--- config.mk ---
export PLATFORM = sky130hd
export DESIGN_NAME = demux1to2_8bit_reg
export DESIGN_NICKNAME = d
export VERILOG_FILES = /design/src/rtl/demux1to2_8bit_reg.sv
export SDC_FILE = /design/constraint.sdc
export NUM_CORES = 1
export LEC_CHECK = 0
export BUFFER_PORTS_ARGS = -buffer_cell sky130_fd_sc_hd__buf_4
export CAP_MARGIN = 40
export CORE_UTILIZATION = 45
export DETAILED_ROUTE_END_ITERATION = 10
export PLACE_DENSITY = 0.81
export SYNTH_ARGS = -nofsm -noshare
export SYNTH_HDL_FRONTEND = slang
export SYNTH_SLANG_ARGS = --single-unit
--- constraint.sdc ---
create_clock -name clk -period 1.42 [get_ports clk]
set_input_delay 0.071 -clock clk [delete_from_list [all_inputs] [get_ports clk]]
set_output_delay 0.071 -clock clk [all_outputs]
set_load 0.02 [all_outputs]
--- src/rtl/demux1to2_8bit_reg.sv ---
// Registered 1:2 valid/ready stream demultiplexer with one holding entry per output.
// Define DEMUX_CNT_EN to add the per-output delivered-beat counters cnt0/cnt1.
module demux1to2_8bit_reg #(
   parameter int WIDTH = 8,
   parameter int CNT_W = 8
) (
   input  logic             clk,
   input  logic             rst_n,
   input  logic             in_valid,
   output logic             in_ready,
   input  logic [WIDTH-1:0] in_data,
   input  logic             in_sel,
   output logic             out0_valid,
   input  logic             out0_ready,
   output logic [WIDTH-1:0] out0_data,
   output logic             out1_valid,
   input  logic             out1_ready,
   output logic [WIDTH-1:0] out1_data
`ifdef DEMUX_CNT_EN
   ,
   output logic [CNT_W-1:0] cnt0,
   output logic [CNT_W-1:0] cnt1
`endif
);

   typedef enum logic {EMPTY = 1'b0, FULL = 1'b1} slot_t;

   slot_t            slot0_p0, slot1_p0;
   logic [WIDTH-1:0] data0_p0, data1_p0;
   logic             acc0, acc1;
   logic             drain0, drain1;

   function automatic logic [CNT_W-1:0] wrap_inc(input logic [CNT_W-1:0] val);
      return val + {{(CNT_W-1){1'b0}}, 1'b1};
   endfunction

   // A full slot whose consumer is ready can take a new beat in the same cycle.
   always_comb begin
      if (in_sel)
         in_ready = (slot1_p0 == EMPTY) | out1_ready;
      else
         in_ready = (slot0_p0 == EMPTY) | out0_ready;
   end

   assign acc0   = in_valid & in_ready & ~in_sel;
   assign acc1   = in_valid & in_ready &  in_sel;
   assign drain0 = (slot0_p0 == FULL) & out0_ready;
   assign drain1 = (slot1_p0 == FULL) & out1_ready;

   // stage p0: per-output entry registers
   always_ff @(posedge clk or negedge rst_n) begin
      if (!rst_n) begin
         slot0_p0 <= EMPTY;
         slot1_p0 <= EMPTY;
         data0_p0 <= '0;
         data1_p0 <= '0;
      end else begin
         case (slot0_p0)
            EMPTY: begin
               if (acc0) begin
                  data0_p0 <= in_data;
                  slot0_p0 <= FULL;
               end
            end
            default: begin
               if (acc0)
                  data0_p0 <= in_data;
               else if (out0_ready)
                  slot0_p0 <= EMPTY;
            end
         endcase
         case (slot1_p0)
            EMPTY: begin
               if (acc1) begin
                  data1_p0 <= in_data;
                  slot1_p0 <= FULL;
               end
            end
            default: begin
               if (acc1)
                  data1_p0 <= in_data;
               else if (out1_ready)
                  slot1_p0 <= EMPTY;
            end
         endcase
      end
   end

   assign out0_valid = (slot0_p0 == FULL);
   assign out1_valid = (slot1_p0 == FULL);
   assign out0_data  = data0_p0;
   assign out1_data  = data1_p0;

`ifdef DEMUX_CNT_EN
   logic [CNT_W-1:0] cnt0_p0, cnt1_p0;

   // stage p0: delivered-beat counters, wrapping at 2^CNT_W
   always_ff @(posedge clk or negedge rst_n) begin
      if (!rst_n) begin
         cnt0_p0 <= '0;
         cnt1_p0 <= '0;
      end else begin
         if (drain0) cnt0_p0 <= wrap_inc(cnt0_p0);
         if (drain1) cnt1_p0 <= wrap_inc(cnt1_p0);
      end
   end

   assign cnt0 = cnt0_p0;
   assign cnt1 = cnt1_p0;
`else
   logic unused_drain;
   assign unused_drain = drain0 ^ drain1 ^ (|wrap_inc('0));
`endif

endmodule

# == Word level (Yosys, flattened, before mapping) ==
# Index checks and enable logic that the tools add are counted.
# op_classes
muxes,9
bitwise_logic,8
# op_table
cell,n
two-way mux 1 bit,9
bitwise AND 1 bit,3
NOT 1 bit,3
OR 1 bit,2
# totals
register_bits,18
input_bits,14
output_inout_bits,19

# == Longest topological paths before layout ==
# depth
ltp_word,7
mapped_depth,4

# == Least setup slack after synthesis ==
# Ideal clock, no wire load.
# synth_path
path_type,flip-flop to flip-flop
from,"register slot1_p0, in the netlist out1_valid"
to,"register data1_p0[0], in the netlist out1_data[0]"
setup_time_ps,125
arrival_ps,1191
required_ps,1295
slack_ps,104
stages_incl_launch_ff,4
period_less_slack_ps,1316
path_cell_list,dfrtp_1 > and2b_2 > nor2_8 > mux2_2
# synth_between
elab_chain_cells,5
# synth_rtl
element,line_no,rtl
from (decl),28,"slot_t slot0_p0, slot1_p0;"
from (signal assigned),54,slot1_p0 <= EMPTY;
from (signal assigned),76,slot1_p0 <= FULL;
from (signal assigned),83,slot1_p0 <= EMPTY;
NOT 1 bit,-,
OR 1 bit,40,in_ready = (slot1_p0 == EMPTY) | out1_ready;
two-way mux 1 bit,39,if (in_sel)
bitwise AND 1 bit (2 in a row),46,assign acc1 = in_valid & in_ready & in_sel;
to (signal assigned),75,data1_p0 <= in_data;
to (signal assigned),81,data1_p0 <= in_data;
to (decl),29,"logic [WIDTH-1:0] data0_p0, data1_p0;"
# No other way between the ends.
# A chain may end at the register's enable or synchronous reset.

# == Worst setup path in the final report ==
# layout_path
from,"register slot0_p0, in the netlist out0_valid"
to,"register data0_p0[4], in the netlist out0_data[4]"
# layout_between
elab_chain_cells,5
# layout_rtl
element,line_no,rtl
from (decl),28,
from (signal assigned),53,slot0_p0 <= EMPTY;
from (signal assigned),62,slot0_p0 <= FULL;
from (signal assigned),69,slot0_p0 <= EMPTY;
NOT 1 bit,-,
OR 1 bit,42,in_ready = (slot0_p0 == EMPTY) | out0_ready;
two-way mux 1 bit,39,
bitwise AND 1 bit (2 in a row),45,assign acc0 = in_valid & in_ready & ~in_sel;
to (signal assigned),61,data0_p0 <= in_data;
to (signal assigned),67,data0_p0 <= in_data;
to (decl),29,
# No other way between the ends.

==> metrics <==
Worst VDD drop=0.745 mV; largest net degree at the start of global routing=19; TritonCTS Buffers=3; Worst EP arrival=1470 ps; # nets final=96; vias in the first global route=516; leak pwr=0.535 nW; GRT Max-Usage Layer=met2; Clock Sink Count=18; CP max stage cell=dfrtp_1; worst path required time=1590 ps; Slew HR=76.2%; routed wire length=1330 µm; maxcap violations=0; CTS tree=yes; Worst-Margin Slew=357 ps; register area share after synthesis=58.3%; Final Setup Violations=0; Ports=33; Hold Crit Class=in -> reg; gr usage total=17.0%; clock input transition at the sequential cells of the worst setup and hold paths=100 ps; Slew Viols, Final=0; violated checks=design-rule violations; clk_skew=7.11 ps; final worst path period share=91.5%; antenna diode count=0; die height=43.5 µm; met3 usage in global routing=2.50%; CP Capture Type=flop; GRT met2 Usage=24.2%; outcome=finished with violations; Syn Area/Cell=17.2 µm²; first-pass GRT wire length=2260 µm; total number of vias=470; Max Root-Sink Buffers=2; drt wl/cell=13.7 µm; Rows=14; Die ar.=0.00189 mm²; Layout area overhead=37.1%; CTS H-tree lvls=1; root buffer cell=clkbuf_4; TritonRoute pass-1 iters=6; post-DP HPWL=935 µm; Crit Path Class=reg -> reg; initial DRC count=5; CP startpoint kind=flop; Syn Inst Count=45; cell chain of the critical path=nand2b_4, nor2b_4, mux2_4; worst skew pair latency=280 ps; #FFs+latches synth=18; Yosys cell types=12; total gr overflow=0; Final min period=1300 ps; Fin Hold WS=19.1 ps; Fmax=770 MHz; pwr dens=1320 mW/mm²; RePlAce Congestion=0.611; CP Max Fanout=8; initial core utilization=49.6%; Slowest Stage Delay on Critical Path=420 ps; Via density=4.85; post-synthesis cell area=773 µm²; total power=1.40 mW; Synthesized Nets=59; Die X=43.5 µm; post-CTS sizing=0; core area=0.00156 mm²; met1 usage=24.2%; Final Core Density=68.0%; Residual DRC=2; yosys warns=0; initial antenna violation count=0; final setup TNS=0 ps; share of layout cells above drive strength 1=70.4%; Antenna Nets Post-Route=0; I/O Buffers=32; Final Hold Vio Count=0; setup repair after global routing missed its margin=no
-- power breakdown --
group          internal, mW  total, mW  switching, mW
logic                 0.241      0.451          0.210
clock network         0.156      0.304          0.148
registers             0.600      0.649         0.0493
-- critical path: cells and delay by family (launching register included) --
kind | cells | cell delay, ps
muxes | 1 | 330
and+or+nand+nor | 2 | 430
DFF | 1 | 420
-- synthesized netlist by cell type, drive strengths merged --
| library cell | n | area (µm²) |
|---|---|---|
| nand2 | 2 | 7.51 |
| a21oi | 1 | 5.00 |
| and2b | 1 | 8.76 |
| buf | 1 | 20.0 |
| mux2 | 16 | 210 |
| nor2b | 1 | 13.8 |
| nor2 | 2 | 23.8 |
| dfrtp | 18 | 450 |
| nand2b | 3 | 33.8 |
-- final timing paths --
kind | start | endpoint | slack (ps) | cells past startpoint
setup / recovery | out0_valid$_DFF_PN0_ | out0_data[4]$_DFFE_PN0P_ | 120 | 3
hold / removal | in_data[5] | out0_data[5]$_DFFE_PN0P_ | 20 | 2
hold reg to reg | out0_data[6]$_DFFE_PN0P_ | out0_data[6]$_DFFE_PN0P_ | 520 | 1
max in group asynchronous | rst_n | out0_data[0]$_DFFE_PN0P_ | 1040 | 2
min in group asynchronous | rst_n | out0_data[3]$_DFFE_PN0P_ | 180 | 2
setup reg to reg | out0_valid$_DFF_PN0_ | out0_data[4]$_DFFE_PN0P_ | 120 | 3
-- cell usage in the layout, fill, tap and decap left out --
master	netlist	final
mux2_2	8	8
clkbuf_8	0	1
buf_4	0	32
dfrtp_1	18	18
dlygate4sd3_1	0	1
and2b_2	1	1
a21oi_1	1	1
clkbuf_4	0	3
nand2b_1	1	1
nor2_8	1	1
nand2_1	2	2
nor2_1	1	1
mux2_4	8	8
nand2b_4	2	2
nor2b_4	1	1
-- per-stage QoR --
stage	instance area [µm²]	std cells	setup slack, ps
floorplan	773	45	104
global placement	1010	92	139
detailed placement	1010	92	132
CTS	1060	97	110
global route	1060	97	38.1
finish	1060	97	121
-- flip-flops by register name, indices dropped and copies added (netlist names) --
signal      flops
out1_valid      1
out1_data       8
out0_valid      1
out0_data       8
-- layer usage --
| layer | share of wire [%] | vias up |
|---|---|---|
| met5 | 0 | - |
| met4 | 1.1 | 0 |
| met3 | 4.0 | 2 |
| met2 | 50 | 14 |
| met1 | 45 | 226 |
| li1 | - | 228 |
-- cell type report --
class	instances	area, µm²
fill	118	499
sequential	18	450
multi-input combinational	26	303
timing repair buffer	33	250
clock buffer	4	36.3
tap	16	20.0
-- logic make-up after synthesis --
logic type	share of synthesized area, %
buffers and inverters	2.59
and+or+nand+nor	11.3
AOI/OAI and AO/OA	0.647
DFF	58.3
muxes	27.2
-- what timing repair did --
item | CTS | global route
hold endpoints to repair | 18 | 0
hold buffers | 1 | 0
buffers inserted | 0 | 0
Note: power is estimated with default switching activity, not from simulation.
